### config.mk
export PLATFORM = sky130hd
export DESIGN_NAME = lsu_mem_initiator
export DESIGN_NICKNAME = d
export VERILOG_FILES = /design/src/rtl/lsu_mem_initiator.sv
export SDC_FILE = /design/constraint.sdc
export NUM_CORES = 1
export LEC_CHECK = 0
export CORE_ASPECT_RATIO = 0.5
export CORE_UTILIZATION = 42
export CTS_BUF_LIST = sky130_fd_sc_hd__clkbuf_8
export DETAILED_ROUTE_END_ITERATION = 7
export PLACE_DENSITY_LB_ADDON = 0.15
export SYNTH_ARGS = -nofsm -noshare
export SYNTH_HDL_FRONTEND = slang
export SYNTH_SLANG_ARGS = --single-unit
### constraint.sdc
create_clock -name clk -period 1.71 [get_ports clk]
set_clock_uncertainty 0.05 [all_clocks]
set_input_delay 0.513 -clock clk [delete_from_list [all_inputs] [get_ports clk]]
set_output_delay 0.513 -clock clk [all_outputs]
set_load 0.005 [all_outputs]
### src/rtl/lsu_mem_initiator.sv
// Load/store initiator: MEM stage to word-organised data memory.
// Alignment check, lane steering, req/ack with watchdog abort.
module lsu_mem_initiator #(
  parameter int DM_ADDRESS = 9,
  parameter int DATA_W     = 32,
  parameter int TIMEOUT    = 255
) (
  input  logic                  clk,
  input  logic                  rst_n,
  input  logic                  MemRead,
  input  logic                  MemWrite,
  input  logic                  req_valid,
  output logic                  req_ready,
  input  logic [2:0]            Funct3,
  input  logic [DM_ADDRESS+1:0] addr,
  input  logic [DATA_W-1:0]     wd,
  output logic                  done,
  output logic                  err,
  output logic [DATA_W-1:0]     rd,
  output logic                  mem_req,
  output logic                  mem_we,
  output logic [3:0]            mem_be,
  output logic [DM_ADDRESS-1:0] mem_a,
  output logic [DATA_W-1:0]     mem_wd,
  input  logic [DATA_W-1:0]     mem_rdata,
  input  logic                  mem_ack
);

  localparam int WW = $clog2(TIMEOUT + 1);

  typedef enum logic [1:0] {
    S_IDLE,
    S_ACCESS,
    S_DONE
  } state_t;

  state_t                state_q, state_d;
  logic                  we_q, we_d;
  logic [2:0]            f3_q, f3_d;
  logic [1:0]            off_q, off_d;
  logic [DM_ADDRESS-1:0] a_q, a_d;
  logic [3:0]            be_q, be_d;
  logic [DATA_W-1:0]     wd_q, wd_d;
  logic [DATA_W-1:0]     rd_q, rd_d;
  logic                  err_q, err_d;
  logic [WW-1:0]         wdog_q, wdog_d;

  logic                  illegal;
  logic                  misal;
  logic [3:0]            be_c;
  logic [DATA_W-1:0]     wd_c;
  logic [DATA_W-1:0]     lane;
  logic [DATA_W-1:0]     ld_c;

  always_comb begin
    illegal = (Funct3 == 3'b011) ||
              (Funct3[2:1] == 2'b11) ||
              (MemWrite && Funct3[2]);
    misal   = ((Funct3[1:0] == 2'b01) && addr[0]) ||
              ((Funct3[1:0] == 2'b10) && (addr[1:0] != 2'b00));
    be_c = 4'b1111;
    wd_c = wd;
    if (MemWrite) begin
      unique case (Funct3[1:0])
        2'b00: begin
          be_c = 4'b0001 << addr[1:0];
          wd_c = {24'b0, wd[7:0]} << {addr[1:0], 3'b000};
        end
        2'b01: begin
          be_c = 4'b0011 << addr[1:0];
          wd_c = {16'b0, wd[15:0]} << {addr[1:0], 3'b000};
        end
        default: begin
          be_c = 4'b1111;
          wd_c = wd;
        end
      endcase
    end else begin
      wd_c = '0;
    end
  end

  always_comb begin
    lane = mem_rdata >> {off_q, 3'b000};
    unique case (f3_q)
      3'b000:  ld_c = {{24{lane[7]}}, lane[7:0]};
      3'b100:  ld_c = {24'b0, lane[7:0]};
      3'b001:  ld_c = {{16{lane[15]}}, lane[15:0]};
      3'b101:  ld_c = {16'b0, lane[15:0]};
      default: ld_c = lane;
    endcase
  end

  always_comb begin
    state_d = state_q;
    we_d    = we_q;
    f3_d    = f3_q;
    off_d   = off_q;
    a_d     = a_q;
    be_d    = be_q;
    wd_d    = wd_q;
    rd_d    = rd_q;
    err_d   = err_q;
    wdog_d  = wdog_q;
    unique case (state_q)
      S_IDLE: begin
        if (req_valid && (MemRead || MemWrite)) begin
          if (illegal || misal) begin
            err_d   = 1'b1;
            rd_d    = '0;
            state_d = S_DONE;
          end else begin
            we_d    = MemWrite;
            f3_d    = Funct3;
            off_d   = addr[1:0];
            a_d     = addr[DM_ADDRESS+1:2];
            be_d    = be_c;
            wd_d    = wd_c;
            wdog_d  = '0;
            state_d = S_ACCESS;
          end
        end
      end
      S_ACCESS: begin
        // ack beats a timeout landing in the same cycle
        if (mem_ack) begin
          err_d   = 1'b0;
          rd_d    = we_q ? '0 : ld_c;
          state_d = S_DONE;
        end else if (wdog_q == WW'(TIMEOUT - 1)) begin
          err_d   = 1'b1;
          rd_d    = '0;
          state_d = S_DONE;
        end else begin
          wdog_d = wdog_q + 1'b1;
        end
      end
      S_DONE: begin
        state_d = S_IDLE;
      end
      default: state_d = S_IDLE;
    endcase
  end

  always_ff @(posedge clk or negedge rst_n) begin
    if (!rst_n) begin
      state_q <= S_IDLE;
      we_q    <= 1'b0;
      f3_q    <= '0;
      off_q   <= '0;
      a_q     <= '0;
      be_q    <= '0;
      wd_q    <= '0;
      rd_q    <= '0;
      err_q   <= 1'b0;
      wdog_q  <= '0;
    end else begin
      state_q <= state_d;
      we_q    <= we_d;
      f3_q    <= f3_d;
      off_q   <= off_d;
      a_q     <= a_d;
      be_q    <= be_d;
      wd_q    <= wd_d;
      rd_q    <= rd_d;
      err_q   <= err_d;
      wdog_q  <= wdog_d;
    end
  end

  assign req_ready = (state_q == S_IDLE);
  assign mem_req   = (state_q == S_ACCESS);
  assign mem_we    = mem_req && we_q;
  assign mem_be    = be_q;
  assign mem_a     = a_q;
  assign mem_wd    = wd_q;
  assign done      = (state_q == S_DONE);
  assign err       = done && err_q;
  assign rd        = rd_q;

endmodule

==> metrics.cfg, run 1 <==
[timing]
setup_viol = 73
worstMarginPinSlew_ns = 0.683
fmax_mhz = 519
drv_slew = 0
hold_viol_final = 0
rsz0062_at_grt = true
min_period_ns = 1.93
setup_tns_ns = -9.06
fin_crit_sh = 1.13
slew_headroom = 0.542
fin_ws_ns = -0.216
worst_hold_slack_ns = 0.436

[min_path]
hold_end = rd[7]$_DFFE_PN0P_
min-delay-start = rd[7]$_DFFE_PN0P_
min_path_type = reg -> reg
holdPathStages = 1

[worst_setup_path]
reg2reg_depth = 9
cpMostUsedCell = buf_6
cp-startpoint = state_q[1]$_DFFE_PN0P_
regToRegEndpoint = mem_wd[18]$_DFFE_PN0P_
end_kind = output pin
crit_family = flip-flops
worstPathArrival_ns = 1.36
path_buf_inv = 2
cp_max_fo = 5
cpPeakStageDelay_ns = 0.47
path_cells = buf_6, nor2_4, and2_4, buf_6
timing.rr.start = state_q[0]$_DFFE_PN0P_
cp-start-kind = flop
criticalPathCategory = reg -> out
ff2ff_setup_slack_ns = -0.21
cp.required_ns = 1.15
crit_path_top_delay_cell = dfrtp_2

[synth]
postSynthCellCount = 452
synth_ff_type = dfrtp_1
synth.cell_area_sq_um = 4650
ys_seq_elements = 94
synth_edf_count = 0
async_reset_ff_frac = 1.00
synth_warnings = 0
synth-seq-area-share = 0.506
syn_avg_cell_area_sq_um = 10.3
syn_nets = 538
synthDistinctLibCells = 51

[clock_network]
insertion_delay_ns = 0.37
clk_path_buf_depth = 2
root_buffer = clkbuf_8
clkSlewWorstSetupHoldPaths_ns = 0.10
cts_buffers = 9
cts.htree.levels = 3
cts_tree = built
clock_sinks = 94

[cells_and_area]
nets = 842
instances_no_fill = 901
area_delta_synth_final_pct = 89.8
n_antenna_cell = 0
nFillCells = 592
drive_above_1_share = 0.413

[floorplan]
io_pins = 166
die_y_um = 76.4
die_area_sq_um = 11500
rows = 26
dieWidth_um = 151
initial_core_util = 0.444
fp.coreArea_sq_um = 10500

[place]
port-buffer-count = 165
place_ws_ns = -0.924
place_inst = 809
hpwl_um = 10700
globalplace.congestion = 0.824

[power]
p_leak_nw = 4.24
switching_share = 0.343
p_clk_frac = 0.197
power_density_nw_per_um2 = 973
ir_drop_uv = 474
p_int_mw = 5.64
pwr-share-comb = 0.450
p_sw_mw = 2.94
p_total_mw = 8.58
seq_power_share = 0.352

[routing]
drt_pre_antenna_iters = 4
vias = 5150
drcViolationCount = 0
routed_wl_um = 19100
drt_iter0_markers = 245
routedWlPerCell_um = 21.2
ant_nets = 0
vias_per_cell = 5.72

[global_route]
grt_pass1_vias = 5177
grt_pass1_wl_um = 26400
antenna_found_initial = 0
grtUsageTotal = 0.298
grt_start_max_net_pins = 31
globalRouteOverflowTotal = 0

[run]
maxCapViolCount = 0

[outcome]
violations = setup timing
status = finished, violations left

## sequential cells by signal (all words and copies together) (netlist names)
name and cells:
rd 32, state_q 2, wdog_q 8, we_q 1, mem_a 9, err_q 1
f3_q 3, mem_wd 32, off_q 2, mem_be 4
## layout make-up
class / count / area (sq um) / area share
repair buffers: 325 / 3170 / 0.359
multi-input cells: 312 / 2850 / 0.323
clock buffers: 10 / 138 / 0.0156
clock inverters: 6 / 83.8 / 0.00950
flip-flops and latches: 94 / 2350 / 0.267
well taps: 140 / 175 / 0.0199
inverters: 14 / 55.1 / 0.00624
## cell families (layout without fill, tap and decap cells)
family	after synthesis	after routing	synth area share
AND/OR/NAND/NOR	129	129	0.140
XOR/XNOR	1	1	0.00188
buffers and inverters	46	355	0.0417
AO/OA/AOI/OAI	153	153	0.242
multiplexers	27	27	0.0632
adder cells (fa/ha/maj)	2	2	0.00538
flip-flops	94	94	0.506
## power groups by stage
stage | clock, mW | sequential [mW] | combinational [mW]
after global routing | 1.81 | 3.07 | 4.11
final | 1.69 | 3.02 | 3.87
after CTS | 1.69 | 2.94 | 3.19
after detailed placement | 0 | 3.00 | 2.90
after floorplan | 0 | 2.98 | 1.26
after global placement | 0 | 3.00 | 2.84
## synthesized netlist by cell type, types with 9 or more instances
library cell,number,area [sq um]
buf_2,10,50.1
nor2_1,24,90.1
inv_1,14,52.6
a22oi_1,16,120
o2bb2ai_1,21,184
dfrtp_1,94,2350
nand2_1,59,221
mux2i_1,17,170
a221o_1,24,240
a21oi_1,28,140
o21ai_0,27,135
clkbuf_1,20,75.1
mux2_2,9,101
## per-layer routing
metal	GRT usage	part of all wire	vias to the layer above
li1	-	-	2295
met4	0.0890	0.023	0
met2	0.510	0.51	259
met3	0.0802	0.083	45
met5	0	0	-
met1	0.366	0.39	2551
## how the worst max path moves through the flow
| stage | end | slack (ns) | depth (start not counted) |
|---|---|---|---|
| after CTS | mem_wd[14]$_DFFE_PN0P_ | -0.15 | 9 |
| after detailed placement | mem_wd[18]$_DFFE_PN0P_ | -0.92 | 5 |
| after floorplan | rd[29]$_DFFE_PN0P_ | -0.03 | 7 |
| after global placement | mem_wd[22]$_DFFE_PN0P_ | -0.74 | 5 |
| after global routing | mem_wd[17]$_DFFE_PN0P_ | -0.28 | 9 |
| final | mem_we | -0.22 | 4 |
## cells in the final DEF (no fill, tap or decap), types with 4 or more instances in the layout
cell type,instances
a21oi_1,21
mux2_2,9
nor2b_1,6
o21ai_0,8
dlygate4sd2_1,85
nand2_2,17
o2bb2ai_2,5
a2bb2oi_1,8
nand2_1,30
a21oi_2,6
clkbuf_8,10
o21ai_2,4
clkdlybuf4s50_1,69
a221o_1,24
buf_6,27
o2bb2ai_1,10
o2bb2ai_4,6
buf_16,4
inv_1,12
nor2_1,14
clkbuf_16,5
nor2_4,4
and3b_1,8
o31ai_4,6
a22oi_2,16
mux2i_1,17
nor2_2,6
nand2_4,12
o21ai_1,15
buf_4,114
dfrtp_1,92
buf_12,9
## worst reg2reg max path, cell delays in order, from the launching register on
cell      delay (ns)
dfrtp_2         0.45
buf_6           0.13
buf_6           0.11
buf_6           0.11
nor4b_4         0.27
buf_4           0.17
o211ai_1        0.12
buf_4           0.21
nor2_4          0.10
a221o_1         0.13
## repair_timing
| item | 4_1_cts | 5_1_grt |
|---|---|---|
| hold buffers | 1 | 0 |
| cloned | 7 | 8 |
| pin swaps | 23 | 46 |
| setup endpoints to repair | 175 | 90 |
| setup buffers | 57 | 6 |
| resized for setup | 204 | 119 |
| endpoints found under the hold margin | 20 | 0 |
## metrics by stage
stage	instance area, sq um	utilization
detailed placement	7100	0.678
global route	8820	0.842
global placement	7100	0.678
finish	8820	0.842
floorplan	4750	-
CTS	8120	0.775
Note: power is estimated with default switching activity, not from simulation.
==> run 2: changes to the inputs <==
--- a/config.mk
+++ b/config.mk
@@ -10,6 +10,7 @@
 export CTS_BUF_LIST = sky130_fd_sc_hd__clkbuf_8
 export DETAILED_ROUTE_END_ITERATION = 7
 export PLACE_DENSITY_LB_ADDON = 0.15
+export SKIP_LAST_GASP = 1
 export SYNTH_ARGS = -nofsm -noshare
 export SYNTH_HDL_FRONTEND = slang
 export SYNTH_SLANG_ARGS = --single-unit
==> metrics.cfg, run 2 (synthesis results as in run 1) <==
[outcome]
status = finished, violations left
violations = setup timing

[worst_setup_path]
path_cells = buf_6, buf_6, buf_6, nor4b_4, buf_4, o211ai_1, buf_4, nor2_1, a221o_1
worstPathArrival_ns = 2.20  ; +0.84 ns
crit_family = buffers and inverters
cpPeakStageDelay_ns = 0.45  ; -0.02 ns
timing.rr.start = state_q[0]$_DFFE_PN0P_
path_buf_inv = 5  ; +3
end_kind = flop
crit_path_top_delay_cell = dfrtp_2
reg2reg_depth = 9  ; unchanged
cpMostUsedCell = buf_6
ff2ff_setup_slack_ns = -0.22  ; about the same
cp-start-kind = flop
cp.required_ns = 1.98  ; +0.83 ns
regToRegEndpoint = mem_wd[20]$_DFFE_PN0P_
criticalPathCategory = reg -> reg
cp_max_fo = 5  ; unchanged
cp-startpoint = state_q[0]$_DFFE_PN0P_

[floorplan]
fp.coreArea_sq_um = 10500  ; unchanged
die_area_sq_um = 11500  ; unchanged
die_y_um = 76.4  ; unchanged
initial_core_util = 0.444  ; unchanged
io_pins = 166  ; unchanged
dieWidth_um = 151  ; unchanged
rows = 26  ; unchanged

[power]
p_clk_frac = 0.201  ; +0.004
p_int_mw = 5.59  ; -0.93%
p_sw_mw = 2.85  ; -3.1%
pwr-share-comb = 0.442  ; -0.008
seq_power_share = 0.357  ; +0.005
ir_drop_uv = 457  ; -3.5%
switching_share = 0.338  ; -0.00501
power_density_nw_per_um2 = 973  ; about the same
p_leak_nw = 4.18  ; -1.2%

[cells_and_area]
final_common_cell = buf_4
seqCellArea_sq_um = 2350  ; unchanged
nFillCells = 621  ; +4.9%
instances_no_fill = 898  ; -0.33%
stdcell_area_sq_um = 8670  ; -1.7%
drive_above_1_share = 0.393  ; -0.0195
area_delta_synth_final_pct = 86.5
n_antenna_cell = 0  ; unchanged
multi_input_area_sq_um = 2740  ; -4.1%
final_cell_mix = buf_4, dfrtp_1, dlygate4sd2_1
nets = 839  ; -0.36%

[timing]
setup_tns_ns = -9.18  ; -0.116 ns
worstMarginPinSlew_ns = 0.750  ; +0.0669 ns
min_period_ns = 1.93  ; +0.00550 ns
fmax_mhz = 518  ; -0.28%
drv_slew = 0  ; unchanged
slew_headroom = 0.498  ; -0.0448
fin_ws_ns = -0.221  ; -0.00550 ns
rsz0062_at_grt = true
hold_viol_final = 0  ; unchanged
fin_crit_sh = 1.13  ; +0.00321
setup_viol = 78  ; +6.8%

[clock_network]
clock_sinks = 94  ; unchanged
insertion_delay_ns = 0.37  ; about the same
clk_path_buf_depth = 2  ; unchanged
cts_buffers = 9  ; unchanged
cts_tree = built
cts.htree.levels = 3  ; unchanged
clkSlewWorstSetupHoldPaths_ns = 0.10  ; about the same
root_buffer = clkbuf_8

[global_route]
grt_pass1_wl_um = 26000  ; -1.6%
grt_pass1_vias = 5072  ; -2.0%
antenna_found_initial = 0  ; unchanged
globalRouteOverflowTotal = 0  ; unchanged
grtUsageTotal = 0.292  ; -0.00575
grt_start_max_net_pins = 31  ; unchanged

[run]
maxCapViolCount = 0  ; unchanged

[routing]
vias = 5174  ; +0.47%
drt_pre_antenna_iters = 5  ; +1
drt_iter0_markers = 236  ; -3.7%
routedWlPerCell_um = 20.6  ; -2.8%
vias_per_cell = 5.76  ; +0.80%
drcViolationCount = 0  ; unchanged
ant_nets = 0  ; unchanged
routed_wl_um = 18500  ; -3.2%

[place]
globalplace.congestion = 0.824  ; unchanged
hpwl_um = 10700  ; unchanged
dpl-instance-area_sq_um = 7100  ; unchanged
place_inst = 809  ; unchanged
port-buffer-count = 165  ; unchanged

[min_path]
holdPathStages = 1  ; unchanged
min-delay-start = rd[7]$_DFFE_PN0P_
hold_end = rd[7]$_DFFE_PN0P_
min_path_type = reg -> reg

==> run 2: cell count changes in the layout (fill, tap and decap cells not counted), sizes merged <==
cell | before | now
buf | 159 | 156
clkbuf | 15 | 16
clkdlybuf4s15 | 3 | 2
clkdlybuf4s50 | 69 | 71
dlymetal6s2s | 2 | 0
==> run 2: final cells by class <==
type,count,share of cell area
Clock buffer,10,0.0159
Clock inverter,6,0.00967
Inverter,14,0.00635
Multi-Input combinational cell,312,0.315
Sequential cell,94,0.271
Tap cell,140,0.0202
Timing Repair Buffer,322,0.361
==> run 2: layer usage <==
layer,up-vias,wire length (um),GRT usage
li1,2294,-,-
met1,2544,7250,0.364
met2,298,9230,0.495
met3,38,1690,0.0820
met4,0,356,0.0790
met5,-,0,0
==> run 2: how the worst max path moves through the flow <==
| stage | endpoint | cells past startpoint |
|---|---|---|
| after CTS | mem_wd[14]$_DFFE_PN0P_ | 9 |
| after global routing | mem_wd[16]$_DFFE_PN0P_ | 9 |
| after detailed placement | mem_wd[18]$_DFFE_PN0P_ | 5 |
| after floorplan | rd[29]$_DFFE_PN0P_ | 7 |
| final | mem_wd[20]$_DFFE_PN0P_ | 9 |
| after global placement | mem_wd[22]$_DFFE_PN0P_ | 5 |
==> run 2: what timing repair did <==
| action | in CTS | in global routing |
|---|---|---|
| cloned | 7 | 7 |
| resized for setup | 190 | 110 |
| endpoints found under the setup margin | 175 | 90 |
| hold buffers | 1 | 0 |
| endpoints found under the hold margin | 20 | 0 |
| pin swaps | 20 | 52 |
| buffers inserted | 57 | 4 |
==> run 2: power by group through the flow <==
stage | logic (mW) | registers (mW) | clock network, mW
6_report | 3.73 | 3.01 | 1.69
4_1_cts | 3.16 | 2.94 | 1.69
3_5_place_dp | 2.90 | 3.00 | 0
2_1_floorplan | 1.26 | 2.98 | 0
5_1_grt | 3.96 | 3.07 | 1.80
3_3_place_gp | 2.84 | 3.00 | 0
==> run 2: per-stage QoR <==
stage	setup WS [ns]	hold WS (ns)	utilization	power, mW
floorplan	-0.0302	0.167	-	4.25
global placement	-0.740	0.400	0.678	5.84
detailed placement	-0.924	0.392	0.678	5.90
CTS	-0.146	0.429	0.771	7.78
global route	-0.294	0.461	0.828	8.83
finish	-0.221	0.432	0.828	8.44
==> run 2: worst register-to-register path, stage by stage (launching register included) <==
cell and delay, ns:
dfrtp_2 0.45, buf_6 0.13, buf_6 0.11, buf_6 0.11, nor4b_4 0.23, buf_4 0.17, o211ai_1 0.14, buf_4 0.22
nor2_1 0.12, a221o_1 0.14
==> run 3: changes to the inputs <==
--- a/config.mk
+++ b/config.mk
@@ -6,7 +6,7 @@
 export NUM_CORES = 1
 export LEC_CHECK = 0
 export CORE_ASPECT_RATIO = 0.5
-export CORE_UTILIZATION = 42
+export CORE_UTILIZATION = 50
 export CTS_BUF_LIST = sky130_fd_sc_hd__clkbuf_8
 export DETAILED_ROUTE_END_ITERATION = 7
 export PLACE_DENSITY_LB_ADDON = 0.15
==> constraint.sdc (replaced) <==
create_clock -name clk -period 2.33 [get_ports clk]
set_clock_uncertainty 0.05 [all_clocks]
set_input_delay 0.699 -clock clk [delete_from_list [all_inputs] [get_ports clk]]
set_output_delay 0.699 -clock clk [all_outputs]
set_load 0.005 [all_outputs]
==> metrics.cfg, run 3 (synthesis results as in run 1) <==
[outcome]
status = finished, violations left
violations = DRC

[worst_setup_path]
cp.required_ns = 1.58  ; -0.40 ns
path_cells = inv_2, nor2_4, clkdlybuf4s50_1
cpPeakStageDelay_ns = 0.52  ; +0.07 ns
path_buf_inv = 2  ; -3
end_kind = output pin
worst-path-stages = 3  ; -6
crit_family = buffers and inverters
reg2reg_depth = 8  ; -1
cp-start-kind = flop
worstPathArrival_ns = 1.50  ; -0.70 ns
criticalPathCategory = reg -> out
cp_max_fo = 4  ; -1
crit_path_top_delay_cell = clkdlybuf4s50_1

[global_route]
antenna_found_initial = 0  ; unchanged
globalRouteOverflowTotal = 0  ; unchanged
grt_pass1_vias = 4529  ; -11%
grt_start_max_net_pins = 35  ; +13%
grt_pass1_wl_um = 23000  ; -12%
grtUsageTotal = 0.302  ; +0.0101

[cells_and_area]
final_util = 0.805  ; -0.0226
final_cell_mix = clkdlybuf4s50_1, dfrtp_1, nand2_1
drive_above_1_share = 0.158  ; -0.235
final_common_cell = clkdlybuf4s50_1
multi_input_area_sq_um = 2160  ; -21%
n_antenna_cell = 0  ; unchanged
nets = 741  ; -12%
seqCellArea_sq_um = 2350  ; unchanged
stdcell_area_sq_um = 7130  ; -18%
nFillCells = 567  ; -8.7%
area_delta_synth_final_pct = 53.4

[clock_network]
cts_buffers = 9  ; unchanged
root_buffer = clkbuf_8
cts_tree = built
clock_sinks = 94  ; unchanged
cts.htree.levels = 3  ; unchanged
clkSlewWorstSetupHoldPaths_ns = 0.09  ; about the same
insertion_delay_ns = 0.36  ; about the same
clk_path_buf_depth = 2  ; unchanged
cts-hold-fix-buffers = 0  ; -1

[timing]
fin_crit_sh = 0.966
rsz0062_at_grt = false
min_period_ns = 2.25
worst_hold_slack_ns = 0.217  ; -0.215 ns
fmax_mhz = 444
setup_viol = 0  ; -100%
slew_headroom = 0.586  ; +0.0880
drv_slew = 0  ; unchanged
hold_viol_final = 0  ; unchanged
worstMarginPinSlew_ns = 0.619  ; -0.131 ns
setup_tns_ns = 0  ; +9.18 ns

[power]
power_density_nw_per_um2 = 770  ; -21%
ir_drop_uv = 349  ; -24%
p_leak_nw = 3.13  ; -25%

[routing]
routed_wl_um = 13900  ; -25%
drt_pre_antenna_iters = 7  ; +2
vias_per_cell = 5.80  ; +0.69%
routedWlPerCell_um = 17.9  ; -13%
drcViolationCount = 24  ; +24
ant_nets = 0  ; unchanged
drt_iter0_markers = 388  ; +64%
vias = 4502  ; -13%

[floorplan]
die_area_sq_um = 9710  ; -16%
rows = 24  ; -7.7%
die_y_um = 70.2  ; -8.1%
initial_core_util = 0.525  ; +0.0810
io_pins = 166  ; unchanged
fp.coreArea_sq_um = 8860  ; -15%
dieWidth_um = 138  ; -8.2%

[place]
port-buffer-count = 165  ; unchanged
hpwl_um = 10100  ; -6.2%
globalplace.congestion = 0.854  ; +3.5%
dpl-instance-area_sq_um = 6810  ; -4.1%

[min_path]
min_path_type = in -> async

[run]
maxCapViolCount = 0  ; unchanged

## run 3: cell types whose count changed in the layout (fill, tap and decap cells not counted), sizes merged
| cell | previous run | this run |
|---|---|---|
| clkdlybuf4s15 | 2 | 0 |
| dlymetal6s2s | 0 | 1 |
| buf | 156 | 60 |
| bufinv | 2 | 3 |
| dlygate4sd2 | 85 | 2 |
| clkdlybuf4s50 | 71 | 161 |
| clkbuf | 16 | 10 |
| clkinv | 3 | 1 |
| bufbuf | 1 | 0 |
| dlygate4sd3 | 1 | 0 |
## run 3: path summary, 6_finish.rpt
kind,slack [ns],from,to
setup / recovery,0.08,state_q[0]$_DFFE_PN0P_,mem_req
hold / removal,0.22,rst_n,rd[13]$_DFFE_PN0P_
setup reg to reg,0.24,state_q[1]$_DFFE_PN0P_,wdog_q[7]$_DFFE_PN0P_
hold reg to reg,0.44,mem_a[3]$_DFFE_PN0P_,mem_a[3]$_DFFE_PN0P_
max in group asynchronous,1.45,rst_n,state_q[1]$_DFFE_PN0P_
min in group clk,0.44,mem_a[3]$_DFFE_PN0P_,mem_a[3]$_DFFE_PN0P_
## run 3: area by class of cell
| type | count | area share |
|---|---|---|
| Sequential cell | 94 | 0.330 |
| Multi-Input combinational cell | 312 | 0.303 |
| Tap cell | 117 | 0.0205 |
| Timing Repair Buffer | 224 | 0.306 |
| Clock inverter | 5 | 0.0139 |
| Inverter | 14 | 0.00737 |
| Clock buffer | 10 | 0.0193 |
## run 3: per-stage QoR
step | setup WS (ns) | power [mW] | cells
floorplan | 0.243 | 3.08 | 452
global placement | -0.214 | 4.14 | 755
detailed placement | -0.296 | 4.20 | 755
CTS | -0.0424 | 5.50 | 772
global route | 0.0307 | 5.80 | 776
finish | 0.0794 | 5.49 | 776
## run 3: per-layer routing
| metal | GRT usage | vias to the layer above | share of wire |
|---|---|---|---|
| met5 | 0 | - | 0 |
| met4 | 0.0811 | 0 | 0.012 |
| met3 | 0.0700 | 16 | 0.080 |
| met2 | 0.516 | 181 | 0.48 |
| met1 | 0.390 | 2216 | 0.43 |
| li1 | - | 2089 | - |
## run 3: repair_timing
| item | 4_1_cts | 5_1_grt |
|---|---|---|
| resized for setup | 10 | 6 |
| pin swaps | 0 | 1 |
| setup buffers | 2 | 4 |
| endpoints found under the setup margin | 5 | 15 |
## run 3: power by group
part / leakage (nW) / internal [mW] / switching, mW
Sequential: 1.25 / 1.95 / 0.260
Combinational: 1.76 / 1.17 / 0.829
Clock: 0.124 / 0.731 / 0.552
Total: 3.13 / 3.85 / 1.64
